### src/rtl/ysyx_24090018_rf_wb_arb_pkg.sv
// ysyx_24090018_rf_wb_arb_pkg: requester IDs and default widths shared by the writeback arbiter
package ysyx_24090018_rf_wb_arb_pkg;
    localparam int DEF_REG_ADDR_WIDTH = 4;
    localparam int DEF_DATA_WIDTH = 32;
    typedef enum logic {
        REQ_EXU = 1'b0,
        REQ_LSU = 1'b1
    } req_id_t;
endpackage

### src/rtl/ysyx_24090018_rf_wb_arb_if.sv
// ysyx_24090018_rf_wb_arb_if: decode, EXU/LSU writeback and register-file write bundle
interface ysyx_24090018_rf_wb_arb_if
    import ysyx_24090018_rf_wb_arb_pkg::*;
#(
    parameter int REG_ADDR_WIDTH = DEF_REG_ADDR_WIDTH,
    parameter int DATA_WIDTH = DEF_DATA_WIDTH
);
    logic issue_i;
    logic [REG_ADDR_WIDTH-1:0] issue_rd_i;
    logic [REG_ADDR_WIDTH-1:0] rs1_i;
    logic [REG_ADDR_WIDTH-1:0] rs2_i;
    logic hazard_o;
    logic exu_valid_i;
    logic exu_ready_o;
    logic [REG_ADDR_WIDTH-1:0] exu_waddr_i;
    logic [DATA_WIDTH-1:0] exu_wdata_i;
    logic lsu_valid_i;
    logic lsu_ready_o;
    logic [REG_ADDR_WIDTH-1:0] lsu_waddr_i;
    logic [DATA_WIDTH-1:0] lsu_wdata_i;
    logic rf_wen_o;
    logic [REG_ADDR_WIDTH-1:0] rf_waddr_o;
    logic [DATA_WIDTH-1:0] rf_wdata_o;

    modport master (
        output issue_i, issue_rd_i, rs1_i, rs2_i,
        output exu_valid_i, exu_waddr_i, exu_wdata_i,
        output lsu_valid_i, lsu_waddr_i, lsu_wdata_i,
        input hazard_o, exu_ready_o, lsu_ready_o,
        input rf_wen_o, rf_waddr_o, rf_wdata_o
    );

    modport slave (
        input issue_i, issue_rd_i, rs1_i, rs2_i,
        input exu_valid_i, exu_waddr_i, exu_wdata_i,
        input lsu_valid_i, lsu_waddr_i, lsu_wdata_i,
        output hazard_o, exu_ready_o, lsu_ready_o,
        output rf_wen_o, rf_waddr_o, rf_wdata_o
    );
endinterface

### src/rtl/ysyx_24090018_rr_arb2.sv
// ysyx_24090018_rr_arb2: two-way round-robin arbiter; a tie goes to the requester not granted last
module ysyx_24090018_rr_arb2
    import ysyx_24090018_rf_wb_arb_pkg::*;
(
    input  logic       clk,
    input  logic       rst,
    input  logic [1:0] valid,
    output logic [1:0] grant
);
    req_id_t last_grant;

    // grant a lone requester immediately; on a tie favour the one not granted last
    always_comb begin
        grant = (valid == 2'b11) ? ((last_grant == REQ_LSU) ? 2'b01 : 2'b10) : valid;
    end

    // remember the winner of every transfer; reset makes EXU win the first tie
    always_ff @(posedge clk) begin
        if (rst)
            last_grant <= REQ_LSU;
        else if (|grant)
            last_grant <= grant[REQ_LSU] ? REQ_LSU : REQ_EXU;
    end
endmodule

### src/rtl/ysyx_24090018_rf_wb_arb.sv
// ysyx_24090018_rf_wb_arb: EXU/LSU writeback arbiter with register scoreboard and registered RF write port
module ysyx_24090018_rf_wb_arb
    import ysyx_24090018_rf_wb_arb_pkg::*;
#(
    parameter int REG_ADDR_WIDTH = DEF_REG_ADDR_WIDTH,
    parameter int DATA_WIDTH = DEF_DATA_WIDTH
) (
    input logic clk,
    input logic rst,
    ysyx_24090018_rf_wb_arb_if.slave bus
);
    localparam int NREG = 1 << REG_ADDR_WIDTH;

    logic [1:0] grant;
    logic xfer;
    logic [REG_ADDR_WIDTH-1:0] w_addr;
    logic [DATA_WIDTH-1:0] w_data;
    logic [NREG-1:0] busy_q;
    logic [NREG-1:0] busy_d;

    ysyx_24090018_rr_arb2 u_arb (
        .clk(clk),
        .rst(rst),
        .valid({bus.lsu_valid_i, bus.exu_valid_i}),
        .grant(grant)
    );

    // ready depends only on valids and arbitration state, held low through reset
    assign bus.exu_ready_o = grant[REQ_EXU] & ~rst;
    assign bus.lsu_ready_o = grant[REQ_LSU] & ~rst;
    assign xfer = bus.exu_ready_o | bus.lsu_ready_o;
    assign w_addr = grant[REQ_LSU] ? bus.lsu_waddr_i : bus.exu_waddr_i;
    assign w_data = grant[REQ_LSU] ? bus.lsu_wdata_i : bus.exu_wdata_i;

    // stall on any pending write to a source or to the new destination; no bypass
    assign bus.hazard_o = busy_q[bus.rs1_i] | busy_q[bus.rs2_i] | (bus.issue_i & busy_q[bus.issue_rd_i]);

    // next scoreboard: writeback clears, issue sets and wins a same-register collision; x0 never busy
    always_comb begin
        busy_d = busy_q;
        if (xfer && w_addr != '0) busy_d[w_addr] = 1'b0;
        if (bus.issue_i && bus.issue_rd_i != '0) busy_d[bus.issue_rd_i] = 1'b1;
        busy_d[0] = 1'b0;
    end

    // scoreboard and RF write port update together so hazard drops in the rf_wen cycle
    always_ff @(posedge clk) begin
        if (rst) begin
            busy_q <= '0;
            bus.rf_wen_o <= 1'b0;
            bus.rf_waddr_o <= '0;
            bus.rf_wdata_o <= '0;
        end else begin
            busy_q <= busy_d;
            bus.rf_wen_o <= xfer && w_addr != '0;
            if (xfer) begin
                bus.rf_waddr_o <= w_addr;
                bus.rf_wdata_o <= w_data;
            end
        end
    end
endmodule

### src/flat_wrapper.sv
// flat-port wrapper written by rule: the top's interface ports become plain ports
module ysyx_24090018_rf_wb_arb_flat import ysyx_24090018_rf_wb_arb_pkg::*;
#(
    parameter int REG_ADDR_WIDTH = DEF_REG_ADDR_WIDTH,
    parameter int DATA_WIDTH = DEF_DATA_WIDTH
)
  (clk, rst, bus_issue_i, bus_issue_rd_i, bus_rs1_i, bus_rs2_i, bus_exu_valid_i, bus_exu_waddr_i, bus_exu_wdata_i, bus_lsu_valid_i, bus_lsu_waddr_i, bus_lsu_wdata_i, bus_hazard_o, bus_exu_ready_o, bus_lsu_ready_o, bus_rf_wen_o, bus_rf_waddr_o, bus_rf_wdata_o);
  ysyx_24090018_rf_wb_arb_if #(.REG_ADDR_WIDTH(REG_ADDR_WIDTH), .DATA_WIDTH(DATA_WIDTH)) bus_i ();
  input logic clk;
  input logic rst;
  input wire logic [$bits(bus_i.issue_i)-1:0] bus_issue_i;
  input wire logic [$bits(bus_i.issue_rd_i)-1:0] bus_issue_rd_i;
  input wire logic [$bits(bus_i.rs1_i)-1:0] bus_rs1_i;
  input wire logic [$bits(bus_i.rs2_i)-1:0] bus_rs2_i;
  input wire logic [$bits(bus_i.exu_valid_i)-1:0] bus_exu_valid_i;
  input wire logic [$bits(bus_i.exu_waddr_i)-1:0] bus_exu_waddr_i;
  input wire logic [$bits(bus_i.exu_wdata_i)-1:0] bus_exu_wdata_i;
  input wire logic [$bits(bus_i.lsu_valid_i)-1:0] bus_lsu_valid_i;
  input wire logic [$bits(bus_i.lsu_waddr_i)-1:0] bus_lsu_waddr_i;
  input wire logic [$bits(bus_i.lsu_wdata_i)-1:0] bus_lsu_wdata_i;
  output wire logic [$bits(bus_i.hazard_o)-1:0] bus_hazard_o;
  output wire logic [$bits(bus_i.exu_ready_o)-1:0] bus_exu_ready_o;
  output wire logic [$bits(bus_i.lsu_ready_o)-1:0] bus_lsu_ready_o;
  output wire logic [$bits(bus_i.rf_wen_o)-1:0] bus_rf_wen_o;
  output wire logic [$bits(bus_i.rf_waddr_o)-1:0] bus_rf_waddr_o;
  output wire logic [$bits(bus_i.rf_wdata_o)-1:0] bus_rf_wdata_o;
  assign bus_i.issue_i = bus_issue_i;
  assign bus_i.issue_rd_i = bus_issue_rd_i;
  assign bus_i.rs1_i = bus_rs1_i;
  assign bus_i.rs2_i = bus_rs2_i;
  assign bus_i.exu_valid_i = bus_exu_valid_i;
  assign bus_i.exu_waddr_i = bus_exu_waddr_i;
  assign bus_i.exu_wdata_i = bus_exu_wdata_i;
  assign bus_i.lsu_valid_i = bus_lsu_valid_i;
  assign bus_i.lsu_waddr_i = bus_lsu_waddr_i;
  assign bus_i.lsu_wdata_i = bus_lsu_wdata_i;
  assign bus_hazard_o = bus_i.hazard_o;
  assign bus_exu_ready_o = bus_i.exu_ready_o;
  assign bus_lsu_ready_o = bus_i.lsu_ready_o;
  assign bus_rf_wen_o = bus_i.rf_wen_o;
  assign bus_rf_waddr_o = bus_i.rf_waddr_o;
  assign bus_rf_wdata_o = bus_i.rf_wdata_o;
  ysyx_24090018_rf_wb_arb #(.REG_ADDR_WIDTH(REG_ADDR_WIDTH), .DATA_WIDTH(DATA_WIDTH)) u_core (.clk(clk), .rst(rst), .bus(bus_i));
endmodule
### config.mk
export PLATFORM = sky130hd
export DESIGN_NAME = ysyx_24090018_rf_wb_arb_flat
export DESIGN_NICKNAME = d
export VERILOG_FILES = /design/src/rtl/ysyx_24090018_rf_wb_arb_pkg.sv /design/src/rtl/ysyx_24090018_rf_wb_arb_if.sv /design/src/rtl/ysyx_24090018_rr_arb2.sv /design/src/rtl/ysyx_24090018_rf_wb_arb.sv /design/src/flat_wrapper.sv
export SDC_FILE = /design/constraint.sdc
export NUM_CORES = 1
export LEC_CHECK = 0
export CORE_UTILIZATION = 43
export CTS_BUF_LIST = sky130_fd_sc_hd__clkbuf_8
export DETAILED_ROUTE_END_ITERATION = 10
export PLACE_DENSITY = 0.83
export REMOVE_ABC_BUFFERS = 1
export SYNTH_ARGS = -nofsm -noshare
export SYNTH_HDL_FRONTEND = slang
export SYNTH_HIERARCHICAL = 1
export SYNTH_SLANG_ARGS = --single-unit
export TNS_END_PERCENT = 5
### constraint.sdc
create_clock -name clk -period 2.5 [get_ports clk]
set_input_delay 0.5 -clock clk [delete_from_list [all_inputs] [get_ports clk]]
set_output_delay 0.5 -clock clk [all_outputs]
set_load 0.005 [all_outputs]
Yosys cells after proc, flatten, opt, wreduce, memory -nomap -nowiden
Index checks and enable logic that the tools add are counted.

Flip-flop bits (word level): 54. Bits in latches: 0. Memory bits (writable): 0. Memory bits (read-only): 0. Input port bits: 89. Output and inout bits: 40. Memories: 0.

Add/subtract/negate cells: 0. Multipliers: 0. Div/mod/pow operators: 0. $lt $le $gt $ge: 6. Equal/unequal tests: 1. Shift-type cells: 0. Mux-type cells: 17. Bitwise operators: 10. Reductions and logical operators: 7.

Operators by type and width (number): 16-bit 2-to-1 mux (2); 32-bit 2-to-1 mux (1); 4-bit by 5-bit less-than comparator with 1-bit output (second input constant) (4); 16-bit bitwise AND (1); 16-bit NOT (1); 16-bit OR (1); 1-bit binary-select mux with 4-bit select (3); 1-bit demux with 4-bit select (2); 4-bit by 1-bit greater-or-equal comparator with 1-bit output (second input constant) (2); 4-bit nonzero test (2); 1-bit 2-to-1 mux (6); 1-bit logical AND (4); 2-bit 2-to-1 mux (2); 4-bit 2-to-1 mux (1); 1-bit bitwise AND (3); 1-bit OR (3); 2-bit equality test (second input constant) (1); 2-bit OR reduction (1); 1-bit NOT (1).

Depth between registers and ports, before layout
Gate-level depths: netlist of the first run.

Depth in word-level cells: 12. Mapped depth: 8. Mapped depth without buffers: 7.

Cells and area by module
Netlist of the first run, hierarchy kept.

By module, submodules not included: ysyx_24090018_rf_wb_arb (instances 1, cells each 333, area an instance 2753.9 sq um, sequential area each 1041.0 sq um); ysyx_24090018_rr_arb2 (instances 1, cells each 7, area an instance 55.1 sq um, sequential area each 20.0 sq um).

Worst setup path before layout of the first run
Ideal clock, no wire load.

Path type: input port to output port. From: input bus_issue_rd_i[1]. To: output bus_hazard_o. Arrival: 1.641 ns. Data required time: 2.000 ns. Slack: 0.359 ns. Cell stages on the path: 6. Buffers on the path: 1. Cell sequence: clkbuf_1 > mux4_2 > inv_1 > a21oi_1 > o211ai_1 > nand3_1.

Word-level cells in the longest chain between the ends: 4.

RTL lines: start, declared (line flat_wrapper.sv:12) `input wire logic [$bits(bus_i.issue_rd_i)-1:0] bus_issue_rd_i;`; 1-bit binary-select mux with 4-bit select (line ysyx_24090018_rf_wb_arb.sv:36) `assign bus.hazard_o = busy_q[bus.rs1_i] | busy_q[bus.rs2_i] | (bus.issue_i & busy_q[bus.issue_rd_i]);`; 1-bit 2-to-1 mux (implied by the code) (line ysyx_24090018_rf_wb_arb.sv:36); 1-bit bitwise AND (line ysyx_24090018_rf_wb_arb.sv:36); 1-bit OR (line ysyx_24090018_rf_wb_arb.sv:36); end, declared (line flat_wrapper.sv:21) `output wire logic [$bits(bus_i.hazard_o)-1:0] bus_hazard_o;`.

No other way between the ends. The select of a mux whose other input is x is not followed.

Worst setup path after layout of the first run
From: input bus_rs2_i[0]. To: output bus_hazard_o.

Word-level cells in the longest chain between the ends: 4.

RTL lines: start, declared (line flat_wrapper.sv:14) `input wire logic [$bits(bus_i.rs2_i)-1:0] bus_rs2_i;`; 1-bit binary-select mux with 4-bit select (line ysyx_24090018_rf_wb_arb.sv:36); 1-bit 2-to-1 mux (implied by the code) (line ysyx_24090018_rf_wb_arb.sv:36); 1-bit OR (2 in series) (line ysyx_24090018_rf_wb_arb.sv:36).

No other way between the ends. The select of a mux whose other input is x is not followed.

==> impl_metrics.py, run 1 <==
metrics = {
    "outcome": {
        "outcome": "completed",
    },
    "setup_path": {
        "worst_ep_arrival_time_ps": 1940,
        "critPathLaunch": "bus_rs2_i[0]",
        "crit_path_end_kind": "primary output",
        "reg2reg_depth": 8,
        "startpoint_type": "primary input",
        "cp_max_fo": 2,
        "worst_r2r_startpoint": "u_core/u_arb/last_grant",
        "worstPathRequired_ps": 2000,
        "worstSetupPathType": "primary input to primary output",
    },
    "timing": {
        "fin_crit_ps": 2440,
        "relSlewSlack_pct": 71.8,
        "fin_skew_ps": 8.73,
        "slew_viol_final": 0,
        "timing.hold.ws_ps": 510,
        "worst_slew_pin_slew_ps": 423,
        "grt_setup_unrepaired": "no",
        "hold_viol": 0,
        "setup_violations": 0,
        "max_freq_mhz": 409,
        "finalCritPeriodShare_pct": 97.8,
    },
    "cells_and_area": {
        "multiInputGateArea_um2": 1640,
        "fillers": 525,
        "finalInstanceArea_um2": 4370,
        "n_antenna_cell": 0,
        "drive_above_1_share_pct": 10.3,
        "area_delta_synth_final_pct": 55.5,
        "seqCellArea_um2": 1060,
        "utilization_pct": 69.2,
        "final_nets": 566,
    },
    "pwr": {
        "power.ir.vdd_worst_mv": 0.317,
        "power_mw": 1.97,
        "leakage_nw": 1.77,
        "pwr_density_cell_nw_per_um2": 452,
    },
    "floorplanning": {
        "io_pins": 129,
        "dieHeight_um": 82.8,
        "core_area_um2": 6310,
        "start_util_pct": 44.5,
        "rows": 29,
        "die_x_um": 82.8,
        "die-area_um2": 6860,
    },
    "routing": {
        "wirelength_um": 8910,
        "drc": 0,
        "vias_per_cell": 5.40,
        "wl_per_cell_um": 16.1,
        "postRouteAntennaNets": 0,
        "drt-pass1-iter-count": 6,
        "vias": 2994,
        "drt_iter0_markers": 132,
    },
    "global_routing": {
        "grt_max_degree": 46,
        "grt_use_total_pct": 25.8,
        "grt_pass1_wl_um": 14400,
        "overflow": 0,
        "grt_pass1_vias": 3116,
        "antenna_found_initial": 0,
    },
    "synthesis": {
        "netlist.area_leader.share_pct": 37.8,
        "ys_seq_area_share_pct": 37.8,
        "synth_seq_cells": 53,
        "synth_cell_types": 36,
        "syn_inst": 340,
        "yosysWarnings": 6,
        "synth_flop_cell": "dfxtp_1",
        "ys_async_sr_fraction_pct": 0,
        "avgSynthCellArea_um2": 8.26,
        "synthMostInstantiatedCell": "nor2_1",
        "synth_top_area_cell": "dfxtp_1",
        "synth_area_leaders": "dfxtp_1, mux2i_1, nor2_1",
        "syn_area_um2": 2810,
        "yosys-top-cells-count": "nor2_1, dfxtp_1, a21oi_1",
        "synth_edf_count": 0,
    },
    "cts": {
        "clock_sinks": 53,
        "cts_buffer_depth": 2,
        "cts_buffers": 5,
        "ctsHoldBuffers": 0,
        "cts_tree": "built",
        "htree_levels": 2,
        "clk_root_buffer_cell": "clkbuf_8",
        "insertion_delay_ps": 300,
        "clk_pin_slew_ps": 100,
    },
    "run": {
        "max_cap_violations": 0,
    },
    "min_path": {
        "worstHoldPathCells": 2,
        "min_path_type": "flop to flop",
        "min_from": "u_core/bus.rf_waddr_o[2]",
    },
    "placement": {
        "routabilityCongestion": 0.910,
        "io_buffers": 128,
        "place_hpwl_um": 6870,
        "place_area_um2": 4280,
    },
}
==> placed cells by master (no fill, tap or decap), types with 5 or more instances in the layout <==
cell type	count
clkbuf_8	6
mux2i_1	38
mux2_2	7
nor2_1	77
dfxtp_1	53
clkdlybuf4s50_1	118
a21oi_1	51
nand3_1	5
buf_4	21
o21ai_0	14
mux4_2	7
inv_1	9
nand2_1	24
==> what timing repair did <==
item	CTS	global route
endpoints found under the setup margin	1	2
resized for setup	18	2
endpoints found under the hold margin	0	0
pin swaps	2	2
cloned	0	0
setup buffers	0	0
==> per-layer routing <==
layer | up-vias | GRT usage [%] | share of wire [%]
met2 | 129 | 46.3 | 51
met3 | 11 | 8.85 | 9.2
met1 | 1392 | 28.1 | 38
li1 | 1462 | - | -
met5 | - | 0 | 0
met4 | 0 | 8.93 | 1.8
==> flip-flops by register name (all words and copies together) (netlist names) <==
signal                   cells
u_core/bus.rf_waddr_o        4
u_core/bus.rf_wdata_o       32
u_core/bus.rf_wen_o          1
u_core/busy_q               15
u_core/u_arb/last_grant      1
==> worst max-delay path: stages <==
cell	delay, ps
clkdlybuf4s15_1	210
mux4_2	490
mux2_2	280
a22oi_2	170
nand3_1	80
clkdlybuf4s15_1	210
==> cell type report <==
| class | instances | area share, % |
|---|---|---|
| timing repair buffer | 151 | 33.3 |
| clock inverter | 1 | 0.0859 |
| sequential | 53 | 24.3 |
| multi-input combinational | 258 | 37.5 |
| clock buffer | 6 | 1.89 |
| tap | 77 | 2.21 |
| inverter | 8 | 0.687 |
==> logic make-up (layout without fill, tap and decap cells) <==
| logic type | after synthesis | after routing | share of synthesized area [%] |
|---|---|---|---|
| AOI/OAI and AO/OA | 82 | 82 | 16.3 |
| DFF | 53 | 53 | 37.8 |
| and+or+nand+nor | 123 | 123 | 18.4 |
| buffers and inverters | 29 | 166 | 4.32 |
| muxes | 53 | 53 | 23.2 |
==> where the power goes <==
part           internal [mW]  switching, mW  leakage (nW)
clock network          0.217          0.264        0.0485
registers              0.898         0.0319         0.436
logic                  0.332          0.231          1.29
total                   1.45          0.527          1.77
==> stage by stage <==
step           worst slack (ps)  TNS (ps)  instances
6_report                   55.3         0        554
5_1_grt                    5.23         0        554
4_1_cts                    13.4         0        554
3_5_place_dp               -544      -544        547
3_3_place_gp               -512      -512        547
2_1_floorplan             -2970   -141960        319
==> path summary, 6_finish.rpt <==
kind / to / slack, ps
setup / recovery: bus_hazard_o / 60
setup reg to reg: u_core/busy_q[13] / 650
hold reg to reg: u_core/bus.rf_waddr_o[2] / 510
hold / removal: u_core/bus.rf_waddr_o[2] / 510
(Power assumes the default switching activity.)
==> inputs of run 2 (changes only) <==
--- a/config.mk
+++ b/config.mk
@@ -5,11 +5,12 @@
 export SDC_FILE = /design/constraint.sdc
 export NUM_CORES = 1
 export LEC_CHECK = 0
-export CORE_UTILIZATION = 43
+export CORE_UTILIZATION = 46
 export CTS_BUF_LIST = sky130_fd_sc_hd__clkbuf_8
 export DETAILED_ROUTE_END_ITERATION = 10
-export PLACE_DENSITY = 0.83
+export PLACE_DENSITY = 0.88
 export REMOVE_ABC_BUFFERS = 1
+export SKIP_CTS_REPAIR_TIMING = 1
 export SYNTH_ARGS = -nofsm -noshare
 export SYNTH_HDL_FRONTEND = slang
 export SYNTH_HIERARCHICAL = 1
==> constraint.sdc (replaced) <==
create_clock -name clk -period 3.05 [get_ports clk]
set_input_delay 0.61 -clock clk [delete_from_list [all_inputs] [get_ports clk]]
set_output_delay 0.61 -clock clk [all_outputs]
set_load 0.005 [all_outputs]
==> run 2 against run 1 <==
  * Critical endpoint unchanged
  * Register-to-register slack improved by 480 ps
  * Core utilization increased by 3.7 points
  * Combinational power decreased by 19%
  * Setup slack improved by 7.1 ps
  * Wire length increased by 1.6%
  * Cell count decreased by 1.3%
  * Clock skew decreased by 2.6 ps
==> impl_metrics.py, run 2 (synthesis results as in run 1) <==
metrics = {
    "setup_path": {
        "critPathBufInv": 2,
        "worst_ep_arrival_time_ps": 2380,
        "crit_chain": "clkdlybuf4s50_1 > mux4_1 > mux2_2 > a22oi_2 > nand3_1 > dlymetal6s2s_1",
        "cp_max_fo": 2,
        "crit_cells": 6,
        "startpoint_type": "primary input",
        "cpPeakStageDelay_ps": 550,
        "slowest_stage": "mux4_1",
        "reg2reg_depth": 7,
        "worstPathRequired_ps": 2440,
        "worstSetupPathType": "primary input to primary output",
        "crit_path_end_kind": "primary output",
        "cp_top_family": "multiplexers",
    },
    "pwr": {
        "power_mw": 1.60,
        "leakage_nw": 1.75,
        "power.ir.vdd_worst_mv": 0.325,
        "pwr_density_cell_nw_per_um2": 371,
    },
    "cells_and_area": {
        "multiInputGateArea_um2": 1640,
        "final_nets": 560,
        "final_cells": 547,
        "top_regs": "u_core/bus.rf_wdata_o: 32 flops, u_core/busy_q: 15 flops, u_core/bus.rf_waddr_o: 4 flops",
        "mostFrequentLayoutCells": "clkdlybuf4s50_1, nor2_1, dfxtp_1",
        "finalInstanceArea_um2": 4310,
        "final_common_cell": "clkdlybuf4s50_1",
        "n_antenna_cell": 0,
        "fillers": 429,
        "seqCellArea_um2": 1060,
        "area_delta_synth_final_pct": 53.5,
        "drive_above_1_share_pct": 8.47,
        "top_register": "u_core/bus.rf_wdata_o",
        "largest_reg_flops": 32,
    },
    "placement": {
        "place_area_um2": 4230,
        "io_buffers": 128,
        "routabilityCongestion": 0.925,
        "place_hpwl_um": 6990,
        "dp.cells": 539,
    },
    "cts": {
        "htree_levels": 2,
        "cts_buffers": 5,
        "clock_sinks": 53,
        "cts_tree": "built",
        "clk_pin_slew_ps": 90,
        "clk_root_buffer_cell": "clkbuf_8",
        "insertion_delay_ps": 300,
        "cts_buffer_depth": 2,
    },
    "routing": {
        "vias": 3016,
        "wl_per_cell_um": 16.5,
        "wirelength_um": 9050,
        "drt-pass1-iter-count": 4,
        "drc": 0,
        "drt_iter0_markers": 156,
        "postRouteAntennaNets": 0,
        "vias_per_cell": 5.51,
    },
    "run": {
        "max_cap_violations": 0,
    },
    "floorplanning": {
        "dieHeight_um": 80.1,
        "rows": 28,
        "io_pins": 129,
        "die_x_um": 80.1,
        "die-area_um2": 6420,
        "core_area_um2": 5920,
        "start_util_pct": 47.4,
    },
    "global_routing": {
        "grt_pass1_vias": 3042,
        "antenna_found_initial": 0,
        "grt_pass1_wl_um": 14000,
        "grt_use_total_pct": 28.4,
        "overflow": 0,
        "grt_max_degree": 41,
    },
    "timing": {
        "fin_setup_tns_ps": 0,
        "setup_violations": 0,
        "relSlewSlack_pct": 68.2,
        "fin_crit_ps": 2990,
        "timing.hold.ws_ps": 503,
        "max_freq_mhz": 335,
        "worst_slew_pin_slew_ps": 477,
        "slew_viol_final": 0,
        "hold_viol": 0,
        "finalCritPeriodShare_pct": 98.0,
        "fin_skew_ps": 6.09,
        "grt_setup_unrepaired": "no",
    },
    "outcome": {
        "outcome": "completed",
    },
    "min_path": {
        "min_path_type": "flop to flop",
        "worstHoldPathCells": 2,
    },
}
run 2: changes by cell type in the layout (fill, tap and decap cells not counted):
cell and delta:
a221oi_1 +1, a221oi_2 -1, and2_2 +1, and2_4 -1, buf_4 -4, buf_6 -2, clkbuf_8 -1, clkdlybuf4s15_1 -3
clkdlybuf4s15_2 -1, clkdlybuf4s50_1 +8, clkinv_2 +2, dlygate4sd2_1 -4, mux4_1 +2, mux4_2 -2
run 2: cell type report:
cell class	instances	area share, %
inverter	8	0.696
multi-input combinational	258	38.0
tap	75	2.18
timing repair buffer	145	32.6
sequential	53	24.6
clock buffer	5	1.60
clock inverter	3	0.319
run 2: where the power goes:
part | switching, mW | total, mW | internal (mW)
registers | 0.0274 | 0.763 | 0.736
clock network | 0.221 | 0.378 | 0.156
logic | 0.190 | 0.457 | 0.267
run 2: final timing paths:
check                           startpoint                        to  slack [ps]
hold / removal    u_core/bus.rf_waddr_o[2]  u_core/bus.rf_waddr_o[2]         500
hold reg to reg   u_core/bus.rf_waddr_o[2]  u_core/bus.rf_waddr_o[2]         500
setup reg to reg   u_core/u_arb/last_grant          u_core/busy_q[6]        1130
setup / recovery              bus_rs2_i[0]              bus_hazard_o          60
run 2: routing by layer:
metal / vias to the layer above / share of wire (%) / track usage (%)
li1: 1452 / - / -
met1: 1414 / 39 / 29.6
met2: 130 / 50 / 51.5
met3: 20 / 9.0 / 10.0
met4: 0 / 2.2 / 11.3
met5: - / 0 / 0
run 2: worst min-delay path: cells and delay by family (launching register included):
kind,cells,cell delay [ps]
and+or+nand+nor,1,70
DFF,1,340
AOI/OAI and AO/OA,1,60
run 2: through the flow:
step | setup slack [ps] | util [%]
after floorplan | -2530 | -
after global routing | 10.9 | 72.8
after detailed placement | -246 | 71.4
after CTS | -248 | 72.8
final | 62.4 | 72.8
after global placement | -185 | 71.4
